### config.mk
export PLATFORM = sky130hd
export DESIGN_NAME = interval_timer_bank_flat
export DESIGN_NICKNAME = d
export VERILOG_FILES = /design/src/rtl/interval_timer_bank_if.sv /design/src/rtl/interval_timer_bank.sv /design/src/flat_wrapper.sv
export SDC_FILE = /design/constraint.sdc
export NUM_CORES = 1
export LEC_CHECK = 0
export BUFFER_PORTS_ARGS = -buffer_cell sky130_fd_sc_hd__buf_4
export CORE_MARGIN = 4
export CORE_UTILIZATION = 52
export CTS_CLUSTER_DIAMETER = 120
export CTS_CLUSTER_SIZE = 28
export DETAILED_ROUTE_END_ITERATION = 8
export PLACE_DENSITY = 0.79
export RECOVER_POWER = 100
export REMOVE_ABC_BUFFERS = 1
export SETUP_SLACK_MARGIN = 0.15
export SYNTH_ARGS = -nofsm -noshare
export SYNTH_HDL_FRONTEND = slang
export SYNTH_SLANG_ARGS = --single-unit
### constraint.sdc
create_clock -name clk -period 2.8 [get_ports clk]
set_clock_uncertainty 0.2 [all_clocks]
set_input_delay 0.28 -clock clk [delete_from_list [all_inputs] [get_ports clk]]
set_output_delay 0.28 -clock clk [all_outputs]
set_load 0.005 [all_outputs]
### src/rtl/interval_timer_bank_if.sv
// Controller-side bus for interval_timer_bank: timebase, per-channel strobes/intervals and status.
// Optional INTERVAL_TIMER_AUTO_RELOAD_EN adds the per-channel reload_mode lane.
interface interval_timer_bank_if #(
   parameter int CHANNELS = 4,
   parameter int WIDTH    = 8
);
   logic                      tick;
   logic                      hold;
   logic [CHANNELS-1:0]       start;
   logic [CHANNELS-1:0]       stop;
   logic [CHANNELS*WIDTH-1:0] load_val;
`ifdef INTERVAL_TIMER_AUTO_RELOAD_EN
   logic [CHANNELS-1:0]       reload_mode;
`endif
   logic [CHANNELS-1:0]       running;
   logic [CHANNELS-1:0]       expired;
   logic [CHANNELS*WIDTH-1:0] remaining;

   modport master (
      output tick, hold, start, stop, load_val,
`ifdef INTERVAL_TIMER_AUTO_RELOAD_EN
      output reload_mode,
`endif
      input  running, expired, remaining
   );

   modport slave (
      input  tick, hold, start, stop, load_val,
`ifdef INTERVAL_TIMER_AUTO_RELOAD_EN
      input  reload_mode,
`endif
      output running, expired, remaining
   );
endinterface

### src/rtl/interval_timer_bank.sv
// Bank of CHANNELS independent countdown timers sharing one edge-detected tick.
// Define INTERVAL_TIMER_AUTO_RELOAD_EN to enable per-channel periodic reload on expiry.
module interval_timer_bank #(
   parameter int CHANNELS = 4,
   parameter int WIDTH    = 8
) (
   input  logic                  clk,
   input  logic                  reset_n,
   interval_timer_bank_if.slave  bus
);
   typedef enum logic {IDLE, RUN} state_t;

   localparam logic [WIDTH-1:0] ONE  = WIDTH'(1);
   localparam logic [WIDTH-1:0] ZERO = '0;

   logic                      tick_q_reg;
   logic                      tick_rise;
   logic [CHANNELS-1:0]       running_w;
   logic [CHANNELS-1:0]       expired_w;
   logic [CHANNELS*WIDTH-1:0] remaining_w;

   // tick_q keeps tracking while hold is high, so an edge masked by hold is lost rather than deferred
   always_ff @(posedge clk or negedge reset_n) begin
      if (!reset_n) tick_q_reg <= 1'b0;
      else          tick_q_reg <= bus.tick;
   end

   assign tick_rise = bus.tick & ~tick_q_reg & ~bus.hold;

   genvar gi;
   generate
      for (gi = 0; gi < CHANNELS; gi++) begin : g_chan
         state_t           state_reg, state_next;
         logic [WIDTH-1:0] count_reg, count_next;
         logic             expired_reg, expired_next;
         logic [WIDTH-1:0] lv;
         logic             reload;

         assign lv = bus.load_val[gi*WIDTH +: WIDTH];
`ifdef INTERVAL_TIMER_AUTO_RELOAD_EN
         assign reload = bus.reload_mode[gi];
`else
         assign reload = 1'b0;
`endif

         always_ff @(posedge clk or negedge reset_n) begin
            if (!reset_n) begin
               state_reg   <= IDLE;
               count_reg   <= ZERO;
               expired_reg <= 1'b0;
            end else begin
               state_reg   <= state_next;
               count_reg   <= count_next;
               expired_reg <= expired_next;
            end
         end

         always_comb begin
            state_next   = state_reg;
            count_next   = count_reg;
            expired_next = 1'b0;
            if (bus.stop[gi]) begin
               state_next = IDLE;
               count_next = ZERO;
            end else if (bus.start[gi]) begin
               // a zero interval expires immediately without ever entering RUN
               if (lv != ZERO) begin
                  state_next = RUN;
                  count_next = lv;
               end else begin
                  state_next   = IDLE;
                  count_next   = ZERO;
                  expired_next = 1'b1;
               end
            end else if (state_reg == RUN && tick_rise) begin
               if (count_reg == ONE) begin
                  expired_next = 1'b1;
                  if (reload && lv != ZERO) begin
                     state_next = RUN;
                     count_next = lv;
                  end else begin
                     state_next = IDLE;
                     count_next = ZERO;
                  end
               end else begin
                  count_next = count_reg - ONE;
               end
            end
         end

         assign running_w[gi]                   = (state_reg == RUN);
         assign expired_w[gi]                   = expired_reg;
         assign remaining_w[gi*WIDTH +: WIDTH]  = count_reg;
      end
   endgenerate

   assign bus.running   = running_w;
   assign bus.expired   = expired_w;
   assign bus.remaining = remaining_w;
endmodule

### src/flat_wrapper.sv
// flat-port wrapper written by rule: the top's interface ports become plain ports
module interval_timer_bank_flat 
#(
   parameter int CHANNELS = 4,
   parameter int WIDTH    = 8
)
  (clk, reset_n, bus_tick, bus_hold, bus_start, bus_stop, bus_load_val, bus_running, bus_expired, bus_remaining);
  interval_timer_bank_if #(.CHANNELS(CHANNELS), .WIDTH(WIDTH)) bus_i ();
  input  logic clk;
  input  logic reset_n;
  input wire logic [$bits(bus_i.tick)-1:0] bus_tick;
  input wire logic [$bits(bus_i.hold)-1:0] bus_hold;
  input wire logic [$bits(bus_i.start)-1:0] bus_start;
  input wire logic [$bits(bus_i.stop)-1:0] bus_stop;
  input wire logic [$bits(bus_i.load_val)-1:0] bus_load_val;
  output wire logic [$bits(bus_i.running)-1:0] bus_running;
  output wire logic [$bits(bus_i.expired)-1:0] bus_expired;
  output wire logic [$bits(bus_i.remaining)-1:0] bus_remaining;
  assign bus_i.tick = bus_tick;
  assign bus_i.hold = bus_hold;
  assign bus_i.start = bus_start;
  assign bus_i.stop = bus_stop;
  assign bus_i.load_val = bus_load_val;
  assign bus_running = bus_i.running;
  assign bus_expired = bus_i.expired;
  assign bus_remaining = bus_i.remaining;
  interval_timer_bank #(.CHANNELS(CHANNELS), .WIDTH(WIDTH)) u_core (.clk(clk), .reset_n(reset_n), .bus(bus_i));
endmodule
Word-level counts from Yosys, hierarchy flattened
Cells that the tools add are included.
{ "totals": {"regBits": 41, "in_bits": 44, "output_inout_bits": 40, "wordCells": 105} }
{ "op_classes": {"add_sub_neg": 4, "eq_ne": 4, "muxes": 60, "bitwise": 4, "n_reduce_logical": 20} }
{ "op_table": {"columns": ["cell", "count"], "rows": [
  ["$mux W8", 20],
  ["$mux W1", 40],
  ["$eq A8 B1 Y1 const B", 4],
  ["$reduce_bool A8 Y1", 4],
  ["$sub A8 B1 Y8 const B", 4],
  ["$reduce_bool A3 Y1", 8],
  ["$reduce_and A2 Y1", 4],
  ["$logic_and A1 B1 Y1", 4],
  ["$and A1 B1 Y1", 2],
  ["$not A1 Y1", 2]
]} }

Longest topological paths before layout
Gate-level depths: netlist of the first run.
{ "depth": {"word_depth": 7, "ltp_mapped": 6, "depth_no_buf": 6} }

Worst setup path before layout of the first run
OpenSTA, ideal clock, no wires.
{ "synth_path": {"path_kind": "register to register", "from": "register u_core.g_chan[3].count_reg[0]", "to": "register u_core.g_chan[3].count_reg[6]", "setup_ns": 0.126, "arrival_ns": 1.722, "t_required_ns": 2.474, "setup_slack_ns": 0.752, "stages_incl_launch_ff": 6, "path_buffers": 0, "synth_period_minus_slack_ns": 2.048, "cell_sequence": "dfrtp_1 inv_1 ha_1 or3b_2 o41a_1 a221o_1"} }
{ "synth_via": {"elab_chain_cells": 5, "elab_cells_between_ends": 6, "cone_classes": "1 x add/sub; 1 x eq/ne; 4 x mux"} }
{ "synth_lines": {"columns": ["element", "line_no", "rtl"], "rows": [
  ["start, declared", "interval_timer_bank.sv:34", "logic [WIDTH-1:0] count_reg, count_next;"],
  ["start signal, assigned", "interval_timer_bank.sv:53", "count_reg <= count_next;"],
  ["$sub A8 B1 Y8 / $eq A8 B1 Y1 (equally long branches)", "interval_timer_bank.sv:86, interval_timer_bank.sv:76", null],
  ["$mux W8 *", "interval_timer_bank.sv:76", "if (count_reg == ONE) begin"],
  ["$mux W8 *", "interval_timer_bank.sv:75", "end else if (state_reg == RUN && tick_rise) begin"],
  ["$mux W8 *", "interval_timer_bank.sv:65", "end else if (bus.start[gi]) begin"],
  ["$mux W8 *", "interval_timer_bank.sv:62", "if (bus.stop[gi]) begin"]
]} }
Every way passes the cells marked *; elsewhere a longest branch is shown, timed or not. The select of a mux whose other input is x is not followed.
A chain may end at the register's enable or synchronous reset.

Worst setup path after layout of the first run
{ "layout_path": {"from": "input port bus_tick", "to": "register u_core.g_chan[3].count_reg[6]"} }
{ "layout_via": {"elab_chain_cells": 4} }
{ "layout_lines": {"columns": ["element", "line_no", "rtl"], "rows": [
  ["start, declared", "flat_wrapper.sv:11", "input wire logic [$bits(bus_i.tick)-1:0] bus_tick;"],
  ["$and A1 B1 Y1 (2 in series)", "interval_timer_bank.sv:28", "assign tick_rise = bus.tick & ~tick_q_reg & ~bus.hold;"],
  ["$logic_and A1 B1 Y1", "interval_timer_bank.sv:75", null],
  ["$reduce_bool A3 Y1 (no source line)", null, null]
]} }
Every way passes these cells.

==> impl_metrics.tcl, run 1 <==
set metrics [dict create \
    status "complete, no violations" \
    crit_fanout 9 \
    r2r_setup_slack_ns 0.39 \
    met2_usage 0.3949 \
    r2r-end "u_core.g_chan[3].count_reg[7]" \
    synth-edff-count 0 \
    p_clk_frac 0.328 \
    drcViolationCount 0 \
    start_kind "input pin" \
    ys_types 54 \
    wl_per_cell_um 15.98 \
    use_met3 0.05381 \
    max_slew_margin 0.2945 \
    synth_common_cells "dfrtp_1, nor2_1, nand2_1" \
    core_area_um2 4880 \
    yosys-top-cells-area "dfrtp_1, ha_1, nor2_1, a21oi_1, o21ai_0" \
    synth_ff_type "dfrtp_1" \
    initial_core_util 0.5533 \
    crit_start "bus_tick" \
    nets 438 \
    cts_buffers 5 \
    grt_max_degree 42 \
    clock_latency_ns 0.29 \
    ir_drop_uv 320.7 \
    synth-seq-area-share 0.3800 \
    power.leakage_nw 1.527 \
    dieArea_um2 6410 \
    avgSynthCellArea_um2 8.824 \
    die_h_um 80.06 \
    ys_ff_latch 41 \
    rr_startpoint "u_core.g_chan[3].count_reg[4]" \
    synthArstFlopShare 1.000 \
    largest_reg_flops 32 \
    fin_hold_ws_ns 0.02241 \
    viasPerCell 6.033 \
    dp_hpwl_um 5423 \
    period_needed_ns 2.479 \
    antenna_cells 0 \
    drive_above_1_share 0.2326 \
    grt.busiest_layer "met2" \
    clock-root-buffer "clkbuf_8" \
    cts.path.max_buffers 2 \
    io_buffers 83 \
    drv_slew 0 \
    pwr-share-comb 0.226 \
    wirelength_um 7257 \
    critPathKind "in -> reg" \
    cp.required_ns 2.78 \
    power_switching_uw 429.1 \
    ant_nets 0 \
    power_density_nw_per_um2 440.2 \
    synth_top_area_share 0.3800 \
    cts_resized 0 \
    cts_tree "done" \
    setup-tns-final_ns 0 \
    seqPwrFrac 0.446 \
    crit_chain "dlygate4sd3_1, clkbuf_1, or3b_1, or2_0, o41a_1, a221o_1" \
    rsz0062_at_grt "false" \
    vias 2739 \
    cap_violations 0 \
    crit_end "u_core.g_chan[3].count_reg[6]" \
    p_int_mw 1.093 \
    die_x_um 80.06 \
    timing.fmax_mhz 403.4 \
    rows 25 \
    synth_most_common_cell "dfrtp_1" \
    antenna_found_initial 0 \
    drt_iter0_drc 94 \
    timing.final.crit_share 0.8853 \
    dp_slack_ns 0.5898 \
    worst_path_max_delay_cell "dlygate4sd3_1" \
    met1_usage 0.2935 \
    setup_viol 0 \
    clock_sinks 41 \
    track_usage 0.2319 \
    htree_levels 2 \
    cpPeakStageDelay_ns 0.53 \
    synth_area_um2 2700 \
    areaGrowthSynthToFinish_pct 28.08 \
    post_cts_buffers 0 \
    yosys.area.top_type "dfrtp_1" \
    grt_pass1_vias 2653 \
    worstRegToRegCells 4 \
    yosysWarnings 0 \
    sw_frac_of_total 0.2818 \
    finalWorstSetupSlack_ns 0.3211 \
    routabilityCongestion 0.8617 \
    cp.arrival_ns 2.46 \
    grt_pass1_wl_um 11870 \
    min-delay-path-class "in -> reg" \
    design.portCount 84 \
    first_pass_iters 4 \
    overflow 0 \
    cts.clk_slew.worst_paths_ns 0.08 \
    crit_path_end_kind "register" \
    tightest_slew_ns 1.058 \
    synth_cells 306 \
    final_hold_viol_count 0 \
]
==> power groups by stage <==
stage          logic, mW  registers (mW)  clock network (mW)
6_report           0.344           0.678               0.500
3_3_place_gp       0.341           0.688                   0
2_1_floorplan      0.171           0.682                   0
3_5_place_dp       0.348           0.690                   0
4_1_cts            0.356           0.678               0.512
5_1_grt            0.387           0.686               0.534
==> routing by layer <==
layer / up-vias / part of all wire
met1: 1311 / 0.43
met2: 92 / 0.49
li1: 1325 / -
met4: 0 / 0.013
met5: - / 0
met3: 11 / 0.068
==> worst min path at each step <==
stage | start | endpoint | slack [ns] | cells after the start
final | bus_load_val[29] | u_core.g_chan[3].count_reg[5] | 0.02 | 2
after global routing | bus_load_val[29] | u_core.g_chan[3].count_reg[5] | 0.02 | 2
after CTS | bus_load_val[29] | u_core.g_chan[3].count_reg[5] | 0.02 | 2
after detailed placement | reset_n | u_core.g_chan[0].count_reg[6] | 0.1 | 1
after global placement | reset_n | u_core.g_chan[0].count_reg[6] | 0.10 | 1
after floorplan | reset_n | u_core.g_chan[0].count_reg[0] | -0.22 | 0
==> layout make-up <==
class | count | area (µm²)
timing repair buffer | 91 | 655.6
sequential | 41 | 1026
tap | 67 | 83.83
inverter | 13 | 48.80
clock buffer | 7 | 86.33
clock inverter | 1 | 30.03
fill | 447 | 1421
multi-input combinational | 234 | 1528
==> metrics by stage <==
step                      instances  instance area (µm²)  total power, mW    util
after floorplan                 288                 2603           0.8524       -
after global placement          441                 3332            1.029  0.6828
after detailed placement        441                 3332            1.038  0.6828
after CTS                       454                 3498            1.546  0.7169
after global routing            454                 3458            1.608  0.7087
final                           454                 3458            1.522  0.7087
==> layout by cell type, fill, tap and decap left out, types with 9 or more instances in the layout <==
| master | netlist | layout |
|---|---|---|
| clkbuf_1 | 10 | 11 |
| o21ai_0 | 15 | 15 |
| nand2_1 | 19 | 19 |
| clkbuf_4 | 0 | 34 |
| nor4_1 | 10 | 10 |
| buf_4 | 8 | 41 |
| a21oi_1 | 17 | 17 |
| dfrtp_1 | 41 | 41 |
| nor3_1 | 12 | 12 |
| inv_1 | 13 | 13 |
| or4_1 | 9 | 9 |
| nor2_1 | 26 | 26 |
==> kinds of logic after synthesis <==
family,share of synthesized area
AOI/OAI and AO/OA,0.2363
xor gates and xnor gates,0.01298
adders and majority gates,0.03707
buffers and inverters,0.05422
DFF,0.3800
muxes,0.003707
and+or+nand+nor,0.2757
==> worst max-delay path: cells and delay by family <==
| family | cells | cell delay, ns |
|---|---|---|
| AND/OR/NAND/NOR | 2 | 0.71 |
| AO/OA/AOI/OAI | 2 | 0.68 |
| buffers and inverters | 2 | 0.78 |
==> repair_timing <==
| action | 4_1_cts | 5_1_grt |
|---|---|---|
| endpoints found under the setup margin | 0 | 0 |
| hold buffers | 5 | 0 |
| hold endpoints to repair | 46 | 0 |
Power figures use the tool's default switching activity.
==> inputs of run 2 (changes only) <==
--- a/config.mk
+++ b/config.mk
@@ -7,13 +7,12 @@
 export LEC_CHECK = 0
 export BUFFER_PORTS_ARGS = -buffer_cell sky130_fd_sc_hd__buf_4
 export CORE_MARGIN = 4
-export CORE_UTILIZATION = 52
+export CORE_UTILIZATION = 40
 export CTS_CLUSTER_DIAMETER = 120
 export CTS_CLUSTER_SIZE = 28
 export DETAILED_ROUTE_END_ITERATION = 8
-export PLACE_DENSITY = 0.79
+export PLACE_DENSITY = 0.63
 export RECOVER_POWER = 100
-export REMOVE_ABC_BUFFERS = 1
 export SETUP_SLACK_MARGIN = 0.15
 export SYNTH_ARGS = -nofsm -noshare
 export SYNTH_HDL_FRONTEND = slang
==> impl_metrics.tcl, run 2 (same netlist as run 1, synthesis figures left out) <==
set metrics [dict create \
    status "complete, no violations" \
    critPathKind "in -> reg" \
    clock_latency_ns 0.29 \
    cpPeakStageDelay_ns 0.52 \
    timing.fmax_mhz 400.9 \
    cts.path.max_buffers 2 \
    drive_above_1_share 0.2461 \
    drcViolationCount 0 \
    nFillCells 615 \
    design.portCount 84 \
    initial_core_util 0.4181 \
    grt_pass1_vias 2633 \
    crit_chain "dlygate4sd3_1, clkbuf_1, or3b_1, or2_0, o41a_1, a221o_1" \
    worst_path_max_delay_cell "dlygate4sd3_1" \
    antenna_cells 0 \
    core_area_um2 6459 \
    nets 437 \
    crit_family "buffers and inverters" \
    period_needed_ns 2.494 \
    routabilityCongestion 0.8541 \
    crit_buf_inv 2 \
    crit_path_end_kind "register" \
    min-delay-path-class "in -> reg" \
    overflow 0 \
    multiInputGateArea_um2 1528 \
    final_cell_mix "buf_4, dfrtp_1, clkbuf_4" \
    rows 29 \
    layout_commonest_cell "buf_4" \
    areaGrowthSynthToFinish_pct 29.01 \
    vias 2664 \
    viasPerCell 5.754 \
    clock-root-buffer "clkbuf_8" \
    regArea_um2 1026 \
    syn_nets 358 \
    dp_slack_ns 0.6408 \
    rsz0062_at_grt "false" \
    antenna_found_initial 0 \
    io_buffers 83 \
    grt_pass1_wl_um 12470 \
    largest_reg_flops 32 \
    cts.clk_slew.worst_paths_ns 0.08 \
    cp.required_ns 2.78 \
    first_pass_iters 4 \
    drv_slew 0 \
    ir_drop_uv 281.2 \
    tightest_slew_ns 1.048 \
    drt_iter0_drc 91 \
    dp_hpwl_um 5461 \
    timing.final.crit_share 0.8909 \
    wirelength_um 7284 \
    dieArea_um2 8129 \
    finalWorstSetupSlack_ns 0.3055 \
    cts_tree "done" \
    track_usage 0.1795 \
    cp.arrival_ns 2.47 \
    setup_viol 0 \
    max_slew_margin 0.3012 \
    grt_max_degree 42 \
    crit_fanout 9 \
    setup-tns-final_ns 0 \
    power_density_nw_per_um2 437.6 \
    htree_levels 2 \
    cap_violations 0 \
    clock_sinks 41 \
    final_hold_viol_count 0 \
    wl_per_cell_um 15.73 \
    ant_nets 0 \
    power.leakage_nw 1.547 \
    die_h_um 90.16 \
    die_x_um 90.16 \
    start_kind "input pin" \
    cts_buffers 5 \
]
-- run 2: changes by cell type in the layout (fill, tap and decap cells not counted), sizes merged --
cell | previous run | this run
buf | 41 | 42
clkbuf | 52 | 51
dlygate4sd3 | 5 | 4
-- run 2: cell type report --
type                       count  area share
sequential                    41      0.2945
clock inverter                 1    0.008621
multi-input combinational    234      0.4386
clock buffer                   7     0.02478
timing repair buffer          90      0.1918
inverter                      13     0.01401
tap                           77     0.02766
-- run 2: metal layers --
metal	global-route usage	routed length, µm
met1	0.2355	3438
met2	0.2950	3397
met3	0.04925	430
met4	0.04082	19
met5	0	0
-- run 2: path summary, 6_finish.rpt --
check | slack, ns | endpoint | cells after the start | from
min in group asynchronous | 0.51 | u_core.g_chan[0].count_reg[6] | 2 | reset_n
worst min-delay path | 0.01 | u_core.g_chan[3].count_reg[1] | 2 | bus_stop[3]
worst max register to register | 0.43 | u_core.g_chan[3].count_reg[7] | 4 | u_core.g_chan[3].count_reg[4]
max in group asynchronous | 1.25 | u_core.g_chan[3].count_reg[0] | 2 | reset_n
worst min register to register | 0.35 | u_core.g_chan[1].count_reg[7] | 1 | u_core.g_chan[1].count_reg[7]
worst max-delay path | 0.31 | u_core.g_chan[3].count_reg[6] | 6 | bus_tick
-- run 2: timing repair --
action | 4_1_cts | 5_1_grt
resized for setup | 0 | 0
endpoints found under the setup margin | 0 | 0
hold endpoints to repair | 45 | 0
setup buffers | 0 | 0
hold buffers | 4 | 0
-- run 2: through the flow --
| stage | util | area (µm²) | hold slack, ns | power [mW] | cells |
|---|---|---|---|---|---|
| after floorplan | - | 2700 | -0.2156 | 0.8729 | 306 |
| after global placement | 0.5178 | 3344 | 0.1111 | 1.037 | 451 |
| after detailed placement | 0.5178 | 3344 | 0.1032 | 1.039 | 451 |
| after CTS | 0.5420 | 3501 | 0.002180 | 1.550 | 463 |
| after global routing | 0.5393 | 3483 | 0.01527 | 1.624 | 463 |
| final | 0.5393 | 3483 | 0.01458 | 1.524 | 463 |
-- run 2: worst reg2reg max path: cells and delay by family, from the launching register on --
family             cells  cell delay, ns
AOI/OAI and AO/OA      3            1.18
and+or+nand+nor        1            0.44
DFF                    1            0.45
-- run 2: report_power, final --
| part | total [mW] | switching (mW) | leakage [nW] | internal (mW) |
|---|---|---|---|---|
| clock | 0.500 | 0.209 | 0.0585 | 0.291 |
| sequential | 0.678 | 0.0506 | 0.541 | 0.628 |
| combinational | 0.346 | 0.169 | 0.948 | 0.177 |
| total | 1.52 | 0.428 | 1.55 | 1.10 |
==> inputs of run 3 (changes only) <==
--- a/config.mk
+++ b/config.mk
@@ -7,11 +7,11 @@
 export LEC_CHECK = 0
 export BUFFER_PORTS_ARGS = -buffer_cell sky130_fd_sc_hd__buf_4
 export CORE_MARGIN = 4
-export CORE_UTILIZATION = 40
+export CORE_UTILIZATION = 35
 export CTS_CLUSTER_DIAMETER = 120
 export CTS_CLUSTER_SIZE = 28
 export DETAILED_ROUTE_END_ITERATION = 8
-export PLACE_DENSITY = 0.63
+export PLACE_DENSITY = 0.56
 export RECOVER_POWER = 100
 export SETUP_SLACK_MARGIN = 0.15
 export SYNTH_ARGS = -nofsm -noshare
==> constraint.sdc (replaced) <==
create_clock -name clk -period 2.8 [get_ports clk]
set_clock_uncertainty 0.2 [all_clocks]
set_input_delay 0.7 -clock clk [delete_from_list [all_inputs] [get_ports clk]]
set_output_delay 0.7 -clock clk [all_outputs]
set_load 0.005 [all_outputs]
==> impl_metrics.tcl, run 3 (same netlist as run 1, synthesis figures left out) <==
set metrics [dict create \
    status "complete, no violations" \
    tightest_slew_ns 1.075 \
    cp_num_cells 4 \
    crit_fanout 8 \
    r2r-end "u_core.g_chan[3].count_reg[7]" \
    nFillCells 757 \
    drt_iter0_drc 74 \
    wirelength_um 7500 \
    design.portCount 84 \
    grt_pass1_vias 2595 \
    dp_hpwl_um 5564 \
    crit_chain "or3_1, o311ai_0, a21oi_1, a221o_1" \
    die_x_um 95.83 \
    cts_hold_buf 0 \
    vias 2655 \
    cts_resized 0 \
    clock_sinks 41 \
    largest_reg_flops 32 \
    syn_nets 358 \
    drive_above_1_share 0.2507 \
    setup-tns-final_ns 0 \
    crit_family "compound AO/OA/AOI/OAI gates" \
    cp.required_ns 2.78 \
    die_h_um 95.83 \
    overflow 0 \
    first_pass_iters 4 \
    antenna_cells 0 \
    cap_violations 0 \
    dp_slack_ns 0.2683 \
    cts.clk_slew.worst_paths_ns 0.08 \
    cts_buffers 5 \
    critPathKind "reg -> reg" \
    finalWorstSetupSlack_ns 0.4078 \
    max_slew_margin 0.2831 \
    rr_startpoint "u_core.g_chan[3].count_reg[4]" \
    drv_slew 0 \
    period_needed_ns 2.392 \
    finalCoreUtilization 0.4689 \
    post_cts_buffers 0 \
    worst_path_max_delay_cell "o311ai_0" \
    nets 434 \
    r2r_setup_slack_ns 0.41 \
    routabilityCongestion 0.8374 \
    crit_buf_inv 0 \
    ir_drop_uv 235.3 \
    initial_core_util 0.3664 \
    cts.path.max_buffers 2 \
    wl_per_cell_um 15.56 \
    min-delay-path-class "reg -> reg" \
    cts_tree "done" \
    clock-root-buffer "clkbuf_8" \
    worstRegToRegCells 4 \
    final_cell_mix "buf_4, dfrtp_1, clkbuf_4" \
    htree_levels 2 \
    rows 31 \
    viasPerCell 5.508 \
    power.leakage_nw 1.520 \
    holdPathStages 1 \
    cp.arrival_ns 2.37 \
    drcViolationCount 0 \
    cpPeakStageDelay_ns 0.80 \
    areaGrowthSynthToFinish_pct 27.99 \
    timing.fmax_mhz 418.0 \
    grt_max_degree 42 \
    grt_pass1_wl_um 12300 \
    dieArea_um2 9183 \
    start_kind "register" \
    crit_path_end_kind "register" \
    io_buffers 83 \
    clock_latency_ns 0.29 \
    crit_end "u_core.g_chan[3].count_reg[7]" \
    rsz0062_at_grt "false" \
    crit_start "u_core.g_chan[3].count_reg[4]" \
    setup_viol 0 \
    track_usage 0.1674 \
    ant_nets 0 \
    final_hold_viol_count 0 \
    core_area_um2 7370 \
    antenna_found_initial 0 \
    timing.final.crit_share 0.8544 \
    power_density_nw_per_um2 422.3 \
]
## run 3: power by group
group | internal [mW] | switching, mW | total, mW
combinational | 0.173 | 0.169 | 0.342
clock | 0.223 | 0.214 | 0.438
sequential | 0.628 | 0.0516 | 0.679
## run 3: per-stage QoR
| stage | total power, mW | instance area (µm²) | instances | hold WS (ns) |
|---|---|---|---|---|
| global placement | 1.042 | 3379 | 474 | 0.3368 |
| floorplan | 0.8729 | 2700 | 306 | 0.2044 |
| global route | 1.549 | 3456 | 482 | 0.3821 |
| detailed placement | 1.043 | 3379 | 474 | 0.3443 |
| CTS | 1.483 | 3481 | 482 | 0.2128 |
| finish | 1.459 | 3456 | 482 | 0.3536 |
## run 3: cell type report
type	instances	area, µm²	share of cell area
clock buffers	7	96.34	0.02788
repair buffers	87	628.1	0.1818
multi-input cells	234	1528	0.4421
flip-flops and latches	41	1026	0.2969
well taps	99	123.9	0.03584
inverters	13	48.80	0.01412
clock inverters	1	5.005	0.001448
## run 3: routing by layer
metal / vias to the layer above / routed length (µm) / global-route usage
met2: 73 / 3503 / 0.2669
li1: 1311 / - / -
met5: - / 0 / 0
met1: 1263 / 3495 / 0.2288
met3: 8 / 413 / 0.03284
met4: 0 / 87 / 0.05095
## run 3: worst min path at each step
stage | from | endpoint | slack (ns)
2_1_floorplan | reset_n | u_core.g_chan[0].count_reg[0] | 0.20
3_3_place_gp | u_core.g_chan[2].count_reg[7] | u_core.g_chan[2].count_reg[7] | 0.34
3_5_place_dp | u_core.g_chan[2].count_reg[7] | u_core.g_chan[2].count_reg[7] | 0.34
4_1_cts | reset_n | u_core.g_chan[0].count_reg[6] | 0.21
5_1_grt | u_core.g_chan[1].count_reg[7] | u_core.g_chan[1].count_reg[7] | 0.38
6_report | u_core.g_chan[1].count_reg[7] | u_core.g_chan[1].count_reg[7] | 0.35
